## src/rtl/ac_probe_pkg.sv

```systemverilog
// Shared types, default sizing and width helpers for the probe meter.
// Optional macro AC_PROBE_SUMSQ_EN enables the sum-of-squares lane.
package ac_probe_pkg;

  localparam int DATA_W_DEF = 12;
  localparam int WINDOW_DEF = 8;
  localparam int OVR_W_DEF  = 8;

  typedef enum logic [0:0] {
    ST_IDLE = 1'b0,
    ST_RUN  = 1'b1
  } state_e;

  // A window of WINDOW samples grows the sum by log2(WINDOW) bits.
  function automatic int sum_w(input int data_w, input int window);
    return data_w + $clog2(window);
  endfunction

  function automatic int sq_w(input int data_w, input int window);
    return 2 * data_w + $clog2(window);
  endfunction

endpackage

```

## src/rtl/ac_probe_accum.sv

```systemverilog
// One stat lane: min/max/sum (and sumsq under AC_PROBE_SUMSQ_EN) with first-sample init.
// The nxt_* outputs already include the current sample so the top can latch a finished window.
module ac_probe_accum
  import ac_probe_pkg::*;
#(
  parameter int DATA_W = DATA_W_DEF,
  parameter int WINDOW = WINDOW_DEF,
  localparam int SUM_W = sum_w(DATA_W, WINDOW),
  localparam int SQ_W  = sq_w(DATA_W, WINDOW)
) (
  input  logic                     clk,
  input  logic                     rst_n,
  input  logic                     clr_i,
  input  logic                     acc_i,
  input  logic                     first_i,
  input  logic signed [DATA_W-1:0] smp_i,
  output logic signed [DATA_W-1:0] nxt_min_o,
  output logic signed [DATA_W-1:0] nxt_max_o,
  output logic signed [SUM_W-1:0]  nxt_sum_o,
  output logic        [SQ_W-1:0]   nxt_sumsq_o
);

  logic signed [DATA_W-1:0] min_q, min_d;
  logic signed [DATA_W-1:0] max_q, max_d;
  logic signed [SUM_W-1:0]  sum_q, sum_d;

  always_comb begin
    min_d = smp_i;
    max_d = smp_i;
    sum_d = SUM_W'(smp_i);
    if (!first_i) begin
      min_d = (smp_i < min_q) ? smp_i : min_q;
      max_d = (smp_i > max_q) ? smp_i : max_q;
      sum_d = sum_q + SUM_W'(smp_i);
    end
  end

  always_ff @(posedge clk or negedge rst_n) begin
    if (!rst_n) begin
      min_q <= '0;
      max_q <= '0;
      sum_q <= '0;
    end else if (clr_i) begin
      min_q <= '0;
      max_q <= '0;
      sum_q <= '0;
    end else if (acc_i) begin
      min_q <= min_d;
      max_q <= max_d;
      sum_q <= sum_d;
    end
  end

  assign nxt_min_o = min_d;
  assign nxt_max_o = max_d;
  assign nxt_sum_o = sum_d;

`ifdef AC_PROBE_SUMSQ_EN
  logic signed [2*DATA_W-1:0] smp_x;
  logic signed [2*DATA_W-1:0] sq;
  logic        [SQ_W-1:0]     sumsq_q, sumsq_d;

  // Square of a two's complement value is never negative, so it zero-extends safely.
  assign smp_x   = (2*DATA_W)'(smp_i);
  assign sq      = smp_x * smp_x;
  assign sumsq_d = (first_i ? '0 : sumsq_q) + SQ_W'($unsigned(sq));

  always_ff @(posedge clk or negedge rst_n) begin
    if (!rst_n) begin
      sumsq_q <= '0;
    end else if (clr_i) begin
      sumsq_q <= '0;
    end else if (acc_i) begin
      sumsq_q <= sumsq_d;
    end
  end

  assign nxt_sumsq_o = sumsq_d;
`else
  assign nxt_sumsq_o = '0;
`endif

endmodule

```

## src/rtl/ac_probe_meter.sv

```systemverilog
// Windowed min/max/sum/sumsq meter; result valid 1 cycle after the window's last sample.
// Results held until res_ready; a window completing onto an unaccepted result is dropped and counted (AC_PROBE_SUMSQ_EN gates sumsq).
module ac_probe_meter
  import ac_probe_pkg::*;
#(
  parameter int DATA_W = DATA_W_DEF,
  parameter int WINDOW = WINDOW_DEF,
  parameter int OVR_W  = OVR_W_DEF,
  localparam int SUM_W = sum_w(DATA_W, WINDOW),
  localparam int SQ_W  = sq_w(DATA_W, WINDOW)
) (
  input  logic                     clk,
  input  logic                     rst_n,
  input  logic                     enable,
  input  logic                     clear,
  input  logic                     smp_valid,
  input  logic signed [DATA_W-1:0] smp_data,
  output logic                     res_valid,
  input  logic                     res_ready,
  output logic signed [DATA_W-1:0] res_min,
  output logic signed [DATA_W-1:0] res_max,
  output logic signed [SUM_W-1:0]  res_sum,
  output logic        [SQ_W-1:0]   res_sumsq,
  output logic        [OVR_W-1:0]  overrun
);

  localparam int CNT_W = $clog2(WINDOW);

  state_e                   state_q, state_d;
  logic [CNT_W-1:0]         cnt_q, cnt_d;
  logic                     accept, run_drop, acc_clr, first, last, complete, xfer;

  logic signed [DATA_W-1:0] nxt_min, nxt_max;
  logic signed [SUM_W-1:0]  nxt_sum;
  logic        [SQ_W-1:0]   nxt_sumsq;

  logic                     vld_q, vld_d;
  logic signed [DATA_W-1:0] min_q, min_d, max_q, max_d;
  logic signed [SUM_W-1:0]  sum_q, sum_d;
  logic        [SQ_W-1:0]   sumsq_q, sumsq_d;
  logic        [OVR_W-1:0]  ovr_q, ovr_d;

  assign state_d  = enable ? ST_RUN : ST_IDLE;
  assign run_drop = (state_q == ST_RUN) && !enable;
  assign acc_clr  = clear || run_drop;
  assign accept   = enable && smp_valid && !clear;
  assign first    = (cnt_q == '0);
  assign last     = (cnt_q == CNT_W'(WINDOW - 1));
  assign complete = accept && last;
  assign xfer     = vld_q && res_ready;

  always_comb begin
    cnt_d = cnt_q;
    if (acc_clr) begin
      cnt_d = '0;
    end else if (accept) begin
      cnt_d = last ? '0 : cnt_q + 1'b1;
    end
  end

  ac_probe_accum #(
    .DATA_W (DATA_W),
    .WINDOW (WINDOW)
  ) u_accum (
    .clk         (clk),
    .rst_n       (rst_n),
    .clr_i       (acc_clr),
    .acc_i       (accept),
    .first_i     (first),
    .smp_i       (smp_data),
    .nxt_min_o   (nxt_min),
    .nxt_max_o   (nxt_max),
    .nxt_sum_o   (nxt_sum),
    .nxt_sumsq_o (nxt_sumsq)
  );

  // A finished window may only replace the held result when that result is free or leaving now.
  always_comb begin
    vld_d   = vld_q;
    min_d   = min_q;
    max_d   = max_q;
    sum_d   = sum_q;
    sumsq_d = sumsq_q;
    ovr_d   = ovr_q;
    if (clear) begin
      vld_d   = 1'b0;
      min_d   = '0;
      max_d   = '0;
      sum_d   = '0;
      sumsq_d = '0;
      ovr_d   = '0;
    end else if (complete && (!vld_q || xfer)) begin
      vld_d   = 1'b1;
      min_d   = nxt_min;
      max_d   = nxt_max;
      sum_d   = nxt_sum;
      sumsq_d = nxt_sumsq;
    end else if (complete) begin
      if (ovr_q != {OVR_W{1'b1}}) begin
        ovr_d = ovr_q + 1'b1;
      end
    end else if (xfer) begin
      vld_d = 1'b0;
    end
  end

  always_ff @(posedge clk or negedge rst_n) begin
    if (!rst_n) begin
      state_q <= ST_IDLE;
      cnt_q   <= '0;
      vld_q   <= 1'b0;
      min_q   <= '0;
      max_q   <= '0;
      sum_q   <= '0;
      sumsq_q <= '0;
      ovr_q   <= '0;
    end else begin
      state_q <= state_d;
      cnt_q   <= cnt_d;
      vld_q   <= vld_d;
      min_q   <= min_d;
      max_q   <= max_d;
      sum_q   <= sum_d;
      sumsq_q <= sumsq_d;
      ovr_q   <= ovr_d;
    end
  end

  assign res_valid = vld_q;
  assign res_min   = min_q;
  assign res_max   = max_q;
  assign res_sum   = sum_q;
  assign res_sumsq = sumsq_q;
  assign overrun   = ovr_q;

endmodule

```

## config.mk

```make
export PLATFORM = sky130hd
export DESIGN_NAME = ac_probe_meter
export DESIGN_NICKNAME = d
export VERILOG_FILES = /design/src/rtl/ac_probe_pkg.sv /design/src/rtl/ac_probe_accum.sv /design/src/rtl/ac_probe_meter.sv
export SDC_FILE = /design/constraint.sdc
export NUM_CORES = 1
export LEC_CHECK = 0
export CAP_MARGIN = 20
export CORE_ASPECT_RATIO = 0.9
export CORE_MARGIN = 8
export CORE_UTILIZATION = 40
export CTS_CLUSTER_DIAMETER = 60
export CTS_CLUSTER_SIZE = 25
export DETAILED_ROUTE_END_ITERATION = 16
export PLACE_DENSITY = 0.6
export SLEW_MARGIN = 20
export SYNTH_ARGS = -nofsm -noshare
export SYNTH_HDL_FRONTEND = slang
export SYNTH_SLANG_ARGS = --single-unit
export TNS_END_PERCENT = 1
```

## constraint.sdc

```tcl
create_clock -name clk -period 3 [get_ports clk]
set_clock_uncertainty 0.1 [all_clocks]
set_input_delay 0.45 -clock clk [delete_from_list [all_inputs] [get_ports clk]]
set_output_delay 0.45 -clock clk [all_outputs]
set_load 0.02 [all_outputs]
```

==> run_results.csv <==
group,metric,value,unit
cells_and_area,nFillCells,1248,
pwr,power_density,432,mW/mm²
logic_synthesis,synth_edf_count,0,
logic_synthesis,async_flop_share,1.00,
logic_synthesis,synth_area_per_cell,9.81,µm²
sta,fin_crit_sh,0.961,
routing,vias,4418,
placement,io_buffer_count,65,
clock_network,clockBufferDepth,2,
critical_path,startpoint,"smp_data[9]",
logic_synthesis,ys_seq_area_frac,0.411,
logic_synthesis,ys.flop_type,"dfrtp_1",
clock_network,clock_latency,0.36,ns
placement,place_area,0.00662,mm²
pwr,leakagePower,0.00312,µW
critical_path,crit_end,"res_max[5]$_DFFE_PN0P_",
cells_and_area,finalInstanceArea,0.00693,mm²
placement,gp_congestion,0.856,
global_route,grt_pass1_wl,24900,µm
sta,drv_slew,0,
global_route,antenna_found_initial,0,
clock_network,holdBufCountCts,0,
sta,min_period,2.88,ns
pwr,peakVddDrop,0.000371,V
global_route,grt_max_degree,55,
critical_path,crit_fanout,9,
routing,routedWlPerCell,18.1,µm
cells_and_area,layout_common_cells,"91 x dfrtp_1, 64 x clkdlybuf4s50_1, 61 x buf_4",
global_route,use_met3,0.0383,
hold_path,min_path_type,"in2async",
critical_path,rr_worst_depth,10,
cells_and_area,final_nets,729,
sta,finalHoldViolCount,0,
floorplanning,die_w,140,µm
routing,drt.antenna.violating_nets,0,
global_route,met2_usage,0.279,
cells_and_area,synthToLayoutAreaGrowth,25.1,%
routing,drt_pre_antenna_iters,4,
run_status,status,"finished clean",
logic_synthesis,synthDistinctLibCells,61,
clock_network,htreeDepth,3,
clock_network,clkTransAtPathRegs,0.07,ns
global_route,groute.usage.overall,0.176,
sta,fmax,347,MHz
critical_path,cp_data_required_time,3.13,ns
run,max_cap_violations,0,
sta,rsz0062_at_grt,"yes",
logic_synthesis,ys_warn_count,0,
clock_network,cts_tree,"yes",
floorplanning,core,0.0135,mm²
global_route,grt.met1_usage,0.235,
global_route,top_usage_layer,"met2",
sta,setup_viol,0,
cells_and_area,antennaDiodeCount,0,
global_route,overflow,0,
routing,viasPerCell,5.25,
sta,whs,0.0448,ns
floorplanning,io_pins,93,
critical_path,arrival,3.01,ns
clock_network,ctsRootBufferMaster,"clkbuf_16",
cells_and_area,drive_above_1_share,0.138,
floorplanning,die_h,128,µm
routing,totalWireLength,15300,µm
critical_path,start_kind,"input port",
clock_network,clock_sinks,91,
critical_path,cp-end-kind,"register",
sta,worst_slew_pin_slew,0.739,ns
critical_path,reg2reg_slack,0.36,ns
critical_path,slowest_stage,"clkdlybuf4s50_1",
clock_network,cts_buffers,9,
cells_and_area,final_util,0.515,
logic_synthesis,synth-seq-cells,91,
global_route,grt_pass1_vias,4541,
sta,max_slew_margin,0.507,
floorplanning,dieArea,0.0179,mm²
placement,dp_hpwl,11500,µm
critical_path,worstSetupPathType,"in2reg",
critical_path,worst_r2r_endpoint,"res_max[5]$_DFFE_PN0P_",
floorplanning,start_util,0.412,
routing,drc,0,
logic_synthesis,syn_inst,565,
floorplanning,row_count,40,
routing,drt_iter0_drc,247,
logic_synthesis,syn_area,0.00554,mm²
critical_path,path_cells,"clkdlybuf4s50_1, ha_1, and4_1, a221oi_1, o21ai_2, nor4_1, a211o_1, buf_4, mux2i_1, o21ai_1",
critical_path,max_stage_delay,0.52,ns
cells_and_area,final_common_cell,"dfrtp_1",
critical_path,timing.rr.start,"u_accum.max_q[10]$_DFFE_PN0P_",
[through the flow]
stage / setup TNS [ns] / setup slack (ns) / instances / power, µW
floorplan: 0 / 0.482 / 591 / 1620
global placement: -4.17 / -0.196 / 826 / 1810
detailed placement: -7.73 / -0.257 / 826 / 1820
CTS: 0 / 0.124 / 842 / 3030
global route: -0.0107 / -0.0107 / 842 / 3130
finish: 0 / 0.117 / 842 / 3000
[cells in the mapped netlist (2+ instances only)]
| cell | count | share of area |
|---|---|---|
| clkbuf_1 | 21 | 0.014 |
| o31ai_1 | 2 | 0.0027 |
| dfrtp_1 | 91 | 0.41 |
| nor4_1 | 2 | 0.0023 |
| nand4_1 | 5 | 0.0056 |
| o21ai_1 | 18 | 0.016 |
| inv_1 | 32 | 0.022 |
| nand3_1 | 13 | 0.012 |
| clkbuf_8 | 2 | 0.0050 |
| a22o_1 | 25 | 0.040 |
| nor2b_1 | 2 | 0.0023 |
| buf_2 | 4 | 0.0036 |
| buf_6 | 2 | 0.0041 |
| o21ai_0 | 42 | 0.038 |
| xor2_1 | 9 | 0.014 |
| buf_1 | 2 | 0.0014 |
| nor2_1 | 25 | 0.017 |
| a32oi_1 | 4 | 0.0063 |
| o211ai_1 | 3 | 0.0041 |
| o311ai_1 | 2 | 0.0032 |
| a31oi_1 | 3 | 0.0034 |
| o21a_1 | 3 | 0.0041 |
| a21oi_1 | 24 | 0.022 |
| buf_4 | 29 | 0.039 |
| xnor2_1 | 8 | 0.013 |
| a21o_1 | 9 | 0.012 |
| a22o_2 | 2 | 0.0036 |
| ha_1 | 41 | 0.093 |
| mux2i_1 | 30 | 0.054 |
| nand3b_1 | 39 | 0.053 |
| nand2_1 | 31 | 0.021 |
| and3_1 | 3 | 0.0034 |
| nand2b_1 | 5 | 0.0056 |
| nor3_1 | 5 | 0.0045 |
[per-layer routing]
metal	vias up	wire length, µm
li1	2178	-
met1	2129	7310
met2	93	6930
met3	18	770
met4	0	260
met5	-	0
[worst min-delay path by stage]
stage,startpoint,to,slack (ns),cells past startpoint
finish,rst_n,res_min[4]$_DFFE_PN0P_,0.04,1
global route,rst_n,res_min[4]$_DFFE_PN0P_,0.10,1
CTS,rst_n,res_min[4]$_DFFE_PN0P_,0.07,1
detailed placement,u_accum.sum_q[9]$_DFFE_PN0P_,u_accum.sum_q[9]$_DFFE_PN0P_,0.37,2
global placement,u_accum.sum_q[8]$_DFFE_PN0P_,u_accum.sum_q[8]$_DFFE_PN0P_,0.37,2
floorplan,rst_n,cnt_q[0]$_DFFE_PN0P_,0.05,0
[cell families after synthesis]
kind of cell / share of synthesized area
DFF: 0.411
adders and majority gates: 0.0962
other: 0.000677
AOI/OAI and AO/OA: 0.181
buffers and inverters: 0.0892
muxes: 0.0542
xor gates and xnor gates: 0.0269
and+or+nand+nor: 0.142
[worst max-delay path, delay by kind of cell]
kind | cells | cell delay (ns)
adders and majority gates | 1 | 0.36
muxes | 1 | 0.24
buffers and inverters | 2 | 0.76
AOI/OAI and AO/OA | 4 | 0.75
and+or+nand+nor | 2 | 0.46
[flip-flops by register name, indices dropped and copies added, names as in the netlist]
name           count
overrun            8
res_max           12
u_accum.sum_q     15
state_q            1
res_valid          1
res_min           12
res_sum           15
cnt_q              3
u_accum.min_q     12
u_accum.max_q     12
[power breakdown]
group	leakage [µW]	switching, µW	total [µW]	internal, µW
Combinational	0.00172	299	515	216
Sequential	0.00126	23.8	1280	1250
Clock	0.000149	543	1200	661
[final cells by class]
class	instances	area, µm²	area share
Tap cell	168	210	0.0303
Clock buffer	9	225	0.0325
Multi-Input combinational cell	408	2880	0.415
Inverter	32	120	0.0173
Sequential cell	91	2280	0.328
Timing Repair Buffer	127	1140	0.164
Clock inverter	7	83.8	0.0121
[repair_timing]
action / 4_1_cts / 5_1_grt
setup buffers: 0 / 0
gates resized for setup: 0 / 1
endpoints found under the setup margin: 0 / 3
Note: power is estimated with default switching activity, not from simulation.
